<file path="src/rtl/cnt_seq_pkg.sv">
// Shared types and default timing constants for the counter-chain sequencer.
package cnt_seq_pkg;

  typedef enum logic [2:0] {IDLE, RUN, STEP, LOAD, CLEAR} state_t;

  localparam int DB_N_DEF     = 4;
  localparam int DIV_DEF      = 1000;
  localparam int SCAN_DIV_DEF = 500;

  localparam int NUM_BTN = 4;
  localparam int B_RUN   = 0;
  localparam int B_STEP  = 1;
  localparam int B_LOAD  = 2;
  localparam int B_CLR   = 3;

  // Counter width able to hold 0..n-1, never narrower than one bit.
  function automatic int cw(input int n);
    return (n > 1) ? $clog2(n) : 1;
  endfunction

endpackage

</file>
<file path="src/rtl/cnt_seq_ctrl_if.sv">
// Button/tick inputs and chain/display outputs of the sequencer.
interface cnt_seq_ctrl_if;
  logic       tick;
  logic       btn_run;
  logic       btn_step;
  logic       btn_load;
  logic       btn_clr;
  logic       auto_scan;
  logic [1:0] ptr_sel;
  logic       ce_out;
  logic       load_out;
  logic       chain_clr;
  logic [1:0] ptr;
  logic       running;

  modport master (
    output tick, btn_run, btn_step, btn_load, btn_clr, auto_scan, ptr_sel,
    input  ce_out, load_out, chain_clr, ptr, running
  );

  modport slave (
    input  tick, btn_run, btn_step, btn_load, btn_clr, auto_scan, ptr_sel,
    output ce_out, load_out, chain_clr, ptr, running
  );
endinterface

</file>
<file path="src/rtl/btn_debounce.sv">
// Tick-sampled button debouncer: a level is accepted after DB_N agreeing
// samples; a rising accepted level emits a one-cycle press pulse.
module btn_debounce
  import cnt_seq_pkg::*;
#(
  parameter int DB_N = DB_N_DEF
) (
  input  logic clk,
  input  logic clr_n,
  input  logic i_tick,
  input  logic i_btn,
  output logic o_press
);

  localparam int CW = cw(DB_N);

  logic [1:0]    r_sync;
  logic          r_acc;
  logic [CW-1:0] r_cnt;
  logic          w_flip;

  // r_cnt holds how many consecutive samples already disagreed with r_acc.
  assign w_flip = i_tick && (r_sync[1] != r_acc) && (r_cnt == CW'(DB_N - 1));

  always_ff @(posedge clk or negedge clr_n) begin
    if (!clr_n) begin
      r_sync  <= '0;
      r_acc   <= 1'b0;
      r_cnt   <= '0;
      o_press <= 1'b0;
    end else begin
      r_sync  <= {r_sync[0], i_btn};
      o_press <= w_flip && r_sync[1];
      if (i_tick) begin
        if ((r_sync[1] == r_acc) || w_flip) r_cnt <= '0;
        else                                r_cnt <= r_cnt + 1'b1;
        if (w_flip) r_acc <= r_sync[1];
      end
    end
  end

endmodule

</file>
<file path="src/rtl/cnt_seq_ctrl.sv">
// Run/stop/step/load/clear sequencer for the counter chain, with RUN rate
// divider and display digit-pointer scanner.
module cnt_seq_ctrl
  import cnt_seq_pkg::*;
#(
  parameter int DB_N     = DB_N_DEF,
  parameter int DIV      = DIV_DEF,
  parameter int SCAN_DIV = SCAN_DIV_DEF
) (
  input  logic           clk,
  input  logic           clr_n,
  cnt_seq_ctrl_if.slave  bus
);

  localparam int DW = cw(DIV);
  localparam int SW = cw(SCAN_DIV);

  logic [NUM_BTN-1:0] w_btn;
  logic [NUM_BTN-1:0] w_press;

  assign w_btn = {bus.btn_clr, bus.btn_load, bus.btn_step, bus.btn_run};

  for (genvar g = 0; g < NUM_BTN; g++) begin : g_db
    btn_debounce #(.DB_N(DB_N)) u_db (
      .clk     (clk),
      .clr_n   (clr_n),
      .i_tick  (bus.tick),
      .i_btn   (w_btn[g]),
      .o_press (w_press[g])
    );
  end

  state_t        r_state, w_next;
  logic          r_org;
  logic [DW-1:0] r_div;
  logic [SW-1:0] r_scan;
  logic          w_div_wrap;
  logic          w_run_hold;

  assign w_div_wrap = bus.tick && (r_div == DW'(DIV - 1));
  assign w_run_hold = (r_state == RUN) && (w_next == RUN);

  // Priority clr > load > run > step; lower presses in the same cycle are dropped.
  always_comb begin
    w_next = r_state;
    case (r_state)
      IDLE: begin
        if      (w_press[B_LOAD]) w_next = LOAD;
        else if (w_press[B_RUN])  w_next = RUN;
        else if (w_press[B_STEP]) w_next = STEP;
      end
      RUN: begin
        if      (w_press[B_LOAD]) w_next = LOAD;
        else if (w_press[B_RUN])  w_next = IDLE;
      end
      STEP:    w_next = IDLE;
      LOAD:    w_next = r_org ? RUN : IDLE;
      CLEAR:   w_next = IDLE;
      default: w_next = IDLE;
    endcase
    if (w_press[B_CLR]) w_next = CLEAR;
  end

  // Outputs are registered from the next state so each command pulse
  // coincides exactly with the cycle the FSM sits in that state.
  always_ff @(posedge clk or negedge clr_n) begin
    if (!clr_n) begin
      r_state       <= IDLE;
      r_org         <= 1'b0;
      r_div         <= '0;
      bus.ce_out    <= 1'b0;
      bus.load_out  <= 1'b0;
      bus.chain_clr <= 1'b0;
      bus.running   <= 1'b0;
    end else begin
      r_state       <= w_next;
      bus.ce_out    <= (w_next == STEP) || (w_run_hold && w_div_wrap);
      bus.load_out  <= (w_next == LOAD);
      bus.chain_clr <= (w_next == CLEAR);
      bus.running   <= (w_next == RUN) || ((w_next == LOAD) && (r_state == RUN));
      if (w_next == LOAD) r_org <= (r_state == RUN);
      if ((w_next == CLEAR) || ((r_state == IDLE) && (w_next == RUN)))
        r_div <= '0;
      else if (w_run_hold && bus.tick)
        r_div <= w_div_wrap ? '0 : r_div + 1'b1;
    end
  end

  always_ff @(posedge clk or negedge clr_n) begin
    if (!clr_n) begin
      r_scan  <= '0;
      bus.ptr <= 2'd0;
    end else if (!bus.auto_scan) begin
      r_scan  <= '0;
      bus.ptr <= bus.ptr_sel;
    end else if (bus.tick) begin
      if (r_scan == SW'(SCAN_DIV - 1)) begin
        r_scan  <= '0;
        bus.ptr <= bus.ptr + 2'd1;
      end else begin
        r_scan  <= r_scan + 1'b1;
      end
    end
  end

endmodule

</file>
<file path="src/flat_wrapper.sv">
// flat-port wrapper written by rule: the top's interface ports become plain ports
module cnt_seq_ctrl_flat import cnt_seq_pkg::*;
#(
  parameter int DB_N     = DB_N_DEF,
  parameter int DIV      = DIV_DEF,
  parameter int SCAN_DIV = SCAN_DIV_DEF
)
  (clk, clr_n, bus_tick, bus_btn_run, bus_btn_step, bus_btn_load, bus_btn_clr, bus_auto_scan, bus_ptr_sel, bus_ce_out, bus_load_out, bus_chain_clr, bus_ptr, bus_running);
  cnt_seq_ctrl_if bus_i ();
  input  logic clk;
  input  logic clr_n;
  input wire logic [$bits(bus_i.tick)-1:0] bus_tick;
  input wire logic [$bits(bus_i.btn_run)-1:0] bus_btn_run;
  input wire logic [$bits(bus_i.btn_step)-1:0] bus_btn_step;
  input wire logic [$bits(bus_i.btn_load)-1:0] bus_btn_load;
  input wire logic [$bits(bus_i.btn_clr)-1:0] bus_btn_clr;
  input wire logic [$bits(bus_i.auto_scan)-1:0] bus_auto_scan;
  input wire logic [$bits(bus_i.ptr_sel)-1:0] bus_ptr_sel;
  output wire logic [$bits(bus_i.ce_out)-1:0] bus_ce_out;
  output wire logic [$bits(bus_i.load_out)-1:0] bus_load_out;
  output wire logic [$bits(bus_i.chain_clr)-1:0] bus_chain_clr;
  output wire logic [$bits(bus_i.ptr)-1:0] bus_ptr;
  output wire logic [$bits(bus_i.running)-1:0] bus_running;
  assign bus_i.tick = bus_tick;
  assign bus_i.btn_run = bus_btn_run;
  assign bus_i.btn_step = bus_btn_step;
  assign bus_i.btn_load = bus_btn_load;
  assign bus_i.btn_clr = bus_btn_clr;
  assign bus_i.auto_scan = bus_auto_scan;
  assign bus_i.ptr_sel = bus_ptr_sel;
  assign bus_ce_out = bus_i.ce_out;
  assign bus_load_out = bus_i.load_out;
  assign bus_chain_clr = bus_i.chain_clr;
  assign bus_ptr = bus_i.ptr;
  assign bus_running = bus_i.running;
  cnt_seq_ctrl #(.DB_N(DB_N), .DIV(DIV), .SCAN_DIV(SCAN_DIV)) u_core (.clk(clk), .clr_n(clr_n), .bus(bus_i));
endmodule
</file>
<file path="config.mk">
export PLATFORM = sky130hd
export DESIGN_NAME = cnt_seq_ctrl_flat
export DESIGN_NICKNAME = d
export VERILOG_FILES = /design/src/rtl/cnt_seq_pkg.sv /design/src/rtl/cnt_seq_ctrl_if.sv /design/src/rtl/btn_debounce.sv /design/src/rtl/cnt_seq_ctrl.sv /design/src/flat_wrapper.sv
export SDC_FILE = /design/constraint.sdc
export NUM_CORES = 1
export LEC_CHECK = 0
export CELL_PAD_IN_SITES_DETAIL_PLACEMENT = 1
export CELL_PAD_IN_SITES_GLOBAL_PLACEMENT = 1
export CORE_MARGIN = 2
export CORE_UTILIZATION = 30
export DETAILED_ROUTE_END_ITERATION = 10
export GPL_TIMING_DRIVEN = 0
export HOLD_SLACK_MARGIN = 0.15
export PLACE_DENSITY_LB_ADDON = 0.08
export SLEW_MARGIN = 0
export SYNTH_ARGS = -nofsm -noshare
export SYNTH_HDL_FRONTEND = slang
export SYNTH_HIERARCHICAL = 1
export SYNTH_SLANG_ARGS = --single-unit
</file>
<file path="constraint.sdc">
create_clock -name clk -period 1.8 [get_ports clk]
set_input_delay 0.18 -clock clk [delete_from_list [all_inputs] [get_ports clk]]
set_output_delay 0.18 -clock clk [all_outputs]
set_load 0.01 [all_outputs]
</file>
# Word level (Yosys, flattened, before mapping)
# Index checks and enable logic that the tools add are counted.
# op_classes
n_addsub	7
n_eq_ne	22
muxes	21
n_reduce_logical	32
# op_table
op	count
two-way mux 10 bit	3
two-way mux 9 bit	3
logical AND 1 bit	18
two-way mux 3 bit	6
two-way mux 2 bit	7
adder 10 x 1 -> 10 bit (second input constant)	1
adder 2 x 1 -> 2 bit (second input constant)	5
== test 10 bit (second input constant)	1
AND reduction 2 bit	5
adder 9 x 1 -> 9 bit (second input constant)	1
== test 3 x 2 -> 1 bit (second input constant)	3
== test 9 bit (second input constant)	1
case mux 3 bit (3 select lines)	1
== test 2 bit (second input constant)	4
logical OR 1 bit	7
== test 3 x 1 -> 1 bit (second input constant)	2
== test 1 bit	4
!= test 1 bit	4
== test 3 bit (second input constant)	1
logical NOT 3 bit	1
!= test 2 x 1 -> 1 bit (second input constant)	1
!= test 2 bit (second input constant)	1
nonzero test 2 bit	1
two-way mux 1 bit	1
# totals
reg_bits	53
in_bits	10
elab_cells	107

# Longest topological paths before layout
# Gate-level depths: netlist of the first run.
# depth
ltp_word	10
ltp_mapped	6

# Modules after synthesis
# The synthesis of the first run kept the hierarchy.
# by_module_without_submodules
mod	n_inst	cells_per_inst	area_each_um2	seq_area_each_um2
cnt_seq_ctrl	1	166	1582.8	725.7
btn_debounce	4	17	229.0	150.1

# Least setup slack after synthesis of the first run
# Ideal clock, no wire load.
# synth_path
kind	flip-flop to flip-flop
from	reg u_core.r_scan[0]
to	reg u_core.r_scan[3]
setup_ps	78
arrival_ps	1618
required_ps	1722
setup_slack_ps	104
stages_incl_launch_ff	6
n_path_buf	0
period_less_slack_ps	1696
cell_sequence	dfrtp_1 ha_1 and4bb_2 and2_1 or4_1 a21boi_1
# synth_between
elab_chain_len	4
elab_cells_between_ends	5
classes_between	add/sub (1); eq/ne (1); mux (3)
# synth_rtl
element	line_no	rtl
start: declaration	cnt_seq_ctrl.sv:36	logic [SW-1:0] r_scan;
start signal: assignment	cnt_seq_ctrl.sv:101	r_scan <= r_scan + 1'b1;
adder 9 x 1 -> 9 bit / == test 9 bit (equally long branches)	cnt_seq_ctrl.sv:101, cnt_seq_ctrl.sv:97	
two-way mux 9 bit *	cnt_seq_ctrl.sv:97	if (r_scan == SW'(SCAN_DIV - 1)) begin
two-way mux 9 bit *	cnt_seq_ctrl.sv:96	end else if (bus.tick) begin
two-way mux 9 bit *	cnt_seq_ctrl.sv:93	end else if (!bus.auto_scan) begin
# Every way passes the cells marked *; elsewhere a longest branch is shown, timed or not. The select of a mux whose other input is x is not followed.
# A chain may end at the register's enable or synchronous reset.

# Final worst setup path of the first run
# layout_path
from	reg u_core.r_state[0]
to	reg u_core.r_div[7]
# layout_between
elab_chain_len	9
elab_cells_between_ends	18
classes_between	eq/ne (4); mux (8); reduce/logical (6)
# layout_rtl
element	line_no	rtl
start: declaration	cnt_seq_ctrl.sv:33	state_t r_state, w_next;
start signal: assignment	cnt_seq_ctrl.sv:76	r_state <= w_next;
two-way mux 3 bit	cnt_seq_ctrl.sv:50	else if (w_press[B_STEP]) w_next = STEP;
two-way mux 3 bit	cnt_seq_ctrl.sv:49	else if (w_press[B_RUN]) w_next = RUN;
two-way mux 3 bit	cnt_seq_ctrl.sv:48	if (w_press[B_LOAD]) w_next = LOAD;
case mux 3 bit (3 select lines)	cnt_seq_ctrl.sv:46	case (r_state)
two-way mux 3 bit	cnt_seq_ctrl.sv:61	if (w_press[B_CLR]) w_next = CLEAR;
== test 3 x 1 -> 1 bit	cnt_seq_ctrl.sv:41, cnt_seq_ctrl.sv:82	
logical AND 1 bit, on equally long branches	cnt_seq_ctrl.sv:82, cnt_seq_ctrl.sv:41	
logical OR 1 bit / logical AND 1 bit (equally long branches)	cnt_seq_ctrl.sv:82, cnt_seq_ctrl.sv:84	
two-way mux 10 bit / nonzero test 2 bit (equally long branches)	--	
end signal: assignment	cnt_seq_ctrl.sv:85	r_div <= w_div_wrap ? '0 : r_div + 1'b1;
end: declaration	cnt_seq_ctrl.sv:35	logic [DW-1:0] r_div;
# Several ways; a longest one is shown, not always the timed one.

==> summary.md, run 1 <==
| Metric | Value |
|---|---|
| CTS max path bufs | 2 |
| Area Growth Syn to Fin | 21.2% |
| Seq/Total Area, Yosys | between 50 and 60% |
| Drt total wl | about 5.5 mm |
| Setup crit start kind | flip-flop |
| Largest net degree at the start of global routing | 36 |
| Grt total ovfl | 0 |
| Antenna violations before repair | 0 |
| Max incr delay on CP | 0.56 ns |
| FP Rows | 33 |
| GRT Max-Usage Layer | met2 |
| Req. time, crit path | between 2 and 2.5 ns |
| Filler cell count | around 900 |
| Max-cap violations | 0 |
| Crit path capture type | flip-flop |
| Final Critical Period | between 1.5 and 2 ns |
| ANT cells | 0 |
| Power per cell area | 1150 mW/mm^2 |
| NumNets Final | roughly 280 |
| Clk_lat worst skew | between 0.3 and 0.4 ns |
| Grt met3 use | 2.69% |
| Critical-path top delay cell | or4_1 |
| Top delay family on crit path | simple AND/OR/NAND/NOR gates |
| Syn nets | 250 |
| Bufs and invs on worst path | 0 |
| Gate Count Post-Synth | 234 |
| Routed WL per cell | 15.0 um |
| CP max FO | 7 |
| Die Wd | around 95 um |
| Max Slew Vio Count | 0 |
| Setup_tns | 0 ns |
| Post-synth top area share | 53.1% |
| Commonest non-fill, non-tap cell in the layout | dfrtp_1 |
| Via Count | about 1900 |
| Clk slew on worst S/H paths | roughly 0.10 ns |
| Period utilization | between 90% and 100% |
| # IOs | 16 |
| Synth Warn # | 6 |
| Distinct cell type count after synthesis | between 40 and 50 |
| Peak supply drop | between 0.0003 and 0.0004 V |
| Sink Count | 53 |
| Fmax | ~0.59 GHz |
| Area of the multi-input gates | 0.00116 mm^2 |
| Met1 GRT Util | 18.4% |
| First-pass GRT wire length | 9.53 mm |
| Yosys top cell by area | dfrtp_1 |
| RD Place Congestion | about 0.75 |
| Final hold vios | 0 |
| Avg Cell Area, Syn | ~11 um^2 |
| Cell area after synthesis | 0.00250 mm^2 |
| DR DRC count | 0 |
| Arr. time, crit path | ~1.9 ns |
| Post-DP HPWL | 3.82 mm |
| DIE AREA | ~0.0091 mm^2 |
| Worst path cell trace | nand2_1 > a211o_1 > or4_1 > o22ai_2 |
| CTS buffer count | 5 |
| Core Area | around 0.0081 mm^2 |
| CTS tree | done |
| Hold Path Class | input pin to flip-flop |
| Ranking of synthesized cells by area | dfrtp_1, nand2_1, ha_1 |
| Final setup violation count | 0 |
| First-pass detailed-route iteration total | 4 |
| Total track usage | between 10% and 20% |
| Initial core utilization | a little under a third |
| Iter 0 DRT Violations | 53 |
| Post-Route Skew | between 0.008 and 0.009 ns |
| Vias per cell | 5.13 |
| DP Area | ~0.0028 mm^2 |
| Number of port buffers | 15 |
| Leak | roughly 1.3 nW |
| Vias in the first global route | ~1900 |
| CTS root buf | clkbuf_8 |
| Slew headroom | roughly 62% |
| Most frequent cells in the layout | dfrtp_1, nand2_1, clkdlybuf4s50_1 |
| Met2 track demand over resource | between 20% and 30% |
| RSZ-0062 raised after global routing | no |
| Seq cells post-synth | 53 |
| Die Y | approximately 95 um |
| Flip-flop and latch area | about 0.0013 mm^2 |
| Slew of the pin with the lowest slew margin | around 0.57 ns |
| H-tree Lvls | 2 |
| Final Instance Area | just over 0.003 mm^2 |
| CP Class | flip-flop to flip-flop |
| Post-DRT Antenna Nets | 0 |
| Outcome | finished, final reports clean |
| Share of layout cells above drive strength 1 | between 15 and 20% |
-- cells by family (layout without fill, tap and decap cells) --
| logic type | Yosys count | in the layout | share of synthesized area [%] |
|---|---|---|---|
| AOI/OAI and AO/OA | 46 | 46 | 12.6 |
| xor gates and xnor gates | 8 | 8 | 2.80 |
| adders and majority gates | 6 | 6 | 3.00 |
| buffers and inverters | 19 | 46 | 2.95 |
| DFF | 53 | 53 | 53.1 |
| muxes | 9 | 9 | 3.86 |
| and+or+nand+nor | 93 | 93 | 21.7 |
-- final timing paths --
kind	from	to	slack, ns	depth (start not counted)
min in group asynchronous	clr_n	u_core/r_div[9]	0.34	2
min reg2reg	u_core/g_db[3].u_db/r_sync[0]	u_core/g_db[3].u_db/r_sync[1]	0.35	0
max in group asynchronous	clr_n	u_core/r_state[1]	0.90	3
min	bus_btn_run	u_core/g_db[0].u_db/r_sync[0]	0.31	1
max	u_core/r_state[0]	u_core/r_div[7]	0.09	4
max reg2reg	u_core/r_state[0]	u_core/r_div[7]	0.09	4
-- synthesized netlist by cell type, drive strengths merged --
cell type	instances
and2	5
nand3b	1
and4	2
dfrtp	53
a21boi	5
a31o	2
mux2i	4
nor4bb	2
mux2	5
ha	6
a211o	1
or4	3
nor2	7
nand2	24
and4bb	1
o32ai	4
or3	5
o21ai	6
clkbuf	5
a211oi	7
xor2	2
buf	3
a21oi	5
o311ai	1
nor3	3
nand3	9
inv	11
o2111ai	1
nor4	1
xnor2	6
a31oi	1
o31ai	1
nor2b	3
nor3b	6
o22ai	10
and3	9
o211ai	2
nand4	7
nand2b	1
or3b	4
-- flip-flops by register name (all words and copies together), names as in the netlist, 2 cells and up --
register                  count
u_core/bus.ptr                2
u_core/g_db.u_db/o_press      4
u_core/g_db.u_db/r_acc        4
u_core/g_db.u_db/r_cnt        8
u_core/g_db.u_db/r_sync       8
u_core/r_div                 10
u_core/r_scan                 9
u_core/r_state                3
-- cell type report --
class / count / area share (%)
tap: 105 / 4.34
clock buffer: 6 / 2.40
clock inverter: 2 / 1.28
sequential: 53 / 44.0
timing repair buffer: 21 / 7.23
multi-input combinational: 162 / 38.3
inverter: 11 / 1.36
buffer: 6 / 1.07
-- report_power, final --
group          switching, mW  internal [mW]  total, mW
clock network          0.397          0.418      0.815
logic                  0.465          0.466      0.931
registers              0.260           1.46       1.72
-- metrics by stage --
stage	power, mW	hold WS (ns)	utilization, %	cells	worst slack (ns)
floorplan	2.27	-0.116	-	234	0.104
global placement	2.53	0.332	34.2	354	-1.27
detailed placement	2.58	0.167	34.4	355	-0.878
CTS	3.42	0.294	36.1	365	0.0112
global route	3.74	0.284	37.2	366	0.00221
finish	3.47	0.309	37.2	366	0.0942
-- worst register-to-register path: stages (launching register included) --
cell and delay [ns]:
dfrtp_2 0.45, nand2_1 0.12, a211o_1 0.38, or4_1 0.56, o22ai_2 0.13
-- routing by layer --
| metal | up-vias | routed length, um |
|---|---|---|
| met5 | - | 0 |
| met4 | 0 | 98 |
| met3 | 10 | 152 |
| met2 | 30 | 2630 |
| met1 | 929 | 2620 |
| li1 | 910 | - |
-- timing repair --
action | in CTS | in global routing
setup buffers | 2 | 2
resized for setup | 5 | 19
endpoints found under the setup margin | 22 | 12
hold endpoints to repair | 18 | 0
pin swaps | 0 | 4
cloned | 0 | 0
hold buffers | 1 | 0
(Power assumes the default switching activity.)
==> run 2, diff against run 1 <==
CORE_UTILIZATION = 42   (was 30)
==> run 2 against run 1 <==
  * Sequential power hardly changed
  * Clock power up 1%
  * Routed wire length fell by 2.2%
  * Critical path type unchanged
  * Sequential share of layout area is 0.57 points higher
  * Die area is 27% lower
  * Design area decreased by 1.4%
==> summary.md, run 2 (synthesis gave the netlist of run 1 again) <==
| Metric | Value |
|---|---|
| Via Count | 1888 (was 1879) |
| Req. time, crit path | 2.05 ns (was 2.03 ns) |
| Slew headroom | 61.2% (was 61.6%) |
| Post-DP HPWL | 3.59 mm (was 3.82 mm) |
| Non-Filler Instances | 337 (was 366) |
| Die Y | 81.1 um (was 95.3 um) |
| Post-DRT Antenna Nets | 0 (unchanged) |
| Number of port buffers | 15 (unchanged) |
| FP Rows | 28 (was 33) |
| CTS tree | done (unchanged) |
| Inst Count DP | 325 (was 355) |
| Setup crit start kind | flip-flop (unchanged) |
| CTS root buf | clkbuf_8 (unchanged) |
| DIE AREA | 0.00658 mm^2 (was 0.00907 mm^2) |
| Regs by FF count | u_core/r_div: 10 flops, u_core/r_scan: 9 flops (unchanged) |
| Max reg flops | 10 (unchanged) |
| Area Growth Syn to Fin | 19.5% (was 21.2%) |
| ANT cells | 0 (unchanged) |
| CP max FO | 5 (was 7) |
| DR DRC count | 0 (unchanged) |
| CP Class | flip-flop to flip-flop (unchanged) |
| NumNets Final | 277 (was 276) |
| First-pass GRT wire length | 8.98 mm (was 9.53 mm) |
| Crit path capture type | flip-flop (unchanged) |
| Arr. time, crit path | 1.96 ns (was 1.94 ns) |
| # IOs | 16 (unchanged) |
| Slew of the pin with the lowest slew margin | 0.580 ns (was 0.570 ns) |
| CTS max path bufs | 2 (unchanged) |
| Outcome | finished, final reports clean (unchanged) |
| Tot Pwr | 3.47 mW (about the same) |
| Power per cell area | 1160 mW/mm^2 (was 1150 mW/mm^2) |
| Clk_lat worst skew | 0.32 ns (was 0.31 ns) |
| Vias per cell | 5.60 (was 5.13) |
| Peak supply drop | 0.000517 V (was 0.000311 V) |
| Max-cap violations | 0 (unchanged) |
| Total track usage | 17.8% (was 13.6%) |
| Post-Route Skew | 0.0165 ns (was 0.00885 ns) |
| Final Critical Period | 1.71 ns (about the same) |
| Leak | 1.26 nW (was 1.25 nW) |
| First-pass detailed-route iteration total | 4 (unchanged) |
| Sink Count | 53 (unchanged) |
| Clk slew on worst S/H paths | 0.11 ns (was 0.10 ns) |
| H-tree Lvls | 2 (unchanged) |
| Grt total ovfl | 0 (unchanged) |
| Hold Path Class | input pin to flip-flop (unchanged) |
| Fmax | 0.584 GHz (was 0.586 GHz) |
| Max Slew Vio Count | 0 (unchanged) |
| Final hold vios | 0 (unchanged) |
| Initial core utilization | 42.7% (was 30.7%) |
| RD Place Congestion | 0.721 (was 0.751) |
| Antenna violations before repair | 0 (unchanged) |
| Commonest non-fill, non-tap cell in the layout | dfrtp_1 (unchanged) |
| Largest net degree at the start of global routing | 36 (unchanged) |
| Most frequent cells in the layout | dfrtp_1, nand2_1, clkdlybuf4s50_1 (unchanged) |
| Final setup violation count | 0 (unchanged) |
| Vias in the first global route | 1899 (was 1932) |
| Worst hold slack | 0.303 ns (was 0.309 ns) |
| Period utilization | 95.1% (was 94.8%) |
| CTS buffer count | 5 (unchanged) |
| Share of layout cells above drive strength 1 | 15.6% (was 15.3%) |
| Core Area | 0.00585 mm^2 (was 0.00813 mm^2) |
| Drt total wl | 5.38 mm (was 5.50 mm) |
| Top reg by flops | u_core/r_div (unchanged) |
| Die Wd | 81.1 um (was 95.3 um) |
| Iter 0 DRT Violations | 62 (was 53) |
| Routed WL per cell | 16.0 um (was 15.0 um) |
run 2: through the flow:
step           utilization [%]  worst slack, ns  TNS, ns  cell area (um^2)
6_report                  51.0           0.0888        0              2990
5_1_grt                   51.0          -0.0300  -0.0351              2990
4_1_cts                   49.6           0.0207        0              2900
3_5_place_dp              47.1           -0.786   -13.22              2760
3_3_place_gp              46.9            -1.09   -70.39              2740
2_1_floorplan                -            0.104        0              2500
run 2: repair_timing:
action                                  CTS  global route
buffers inserted                          2             3
pin swaps                                 0             1
endpoints found under the setup margin   21            12
resized for setup                         4            19
cloned                                    0             0
endpoints found under the hold margin    18             0
hold buffers                              1             0
run 2: power by group:
part | internal (mW) | switching, mW
combinational | 0.453 | 0.467
sequential | 1.46 | 0.259
clock | 0.417 | 0.410
run 2: final timing paths:
kind	start	endpoint	slack, ns	cells past startpoint
worst max-delay path	u_core/r_state[1]	u_core/r_div[8]	0.09	5
worst min-delay path	bus_btn_step	u_core/g_db[1].u_db/r_sync[0]	0.30	1
worst max register to register	u_core/r_state[1]	u_core/r_div[8]	0.09	5
max in group asynchronous	clr_n	u_core/g_db[2].u_db/o_press	0.91	3
min in group asynchronous	clr_n	u_core/r_div[4]	0.32	2
worst min register to register	u_core/g_db[3].u_db/r_sync[0]	u_core/g_db[3].u_db/r_sync[1]	0.36	0
run 2: area by class of cell:
| type | count | area [um^2] |
|---|---|---|
| flip-flops and latches | 53 | 1330 |
| multi-input cells | 162 | 1160 |
| inverters | 11 | 41.3 |
| clock inverters | 3 | 43.8 |
| repair buffers | 22 | 214 |
| plain buffers | 6 | 33.8 |
| well taps | 75 | 93.8 |
| clock buffers | 5 | 68.8 |
| fillers | 654 | 2860 |
run 2: critical path: stages (launching register included):
cell and delay, ns:
dfrtp_2 0.48, nor3b_4 0.25, nand3_1 0.14, buf_6 0.17, or4_1 0.47, o22ai_1 0.14
run 2: routing by layer:
metal,wire (um),track usage [%]
met1,2490,22.7
met5,0,0
met2,2680,30.1
met4,68,5.93
met3,137,3.56
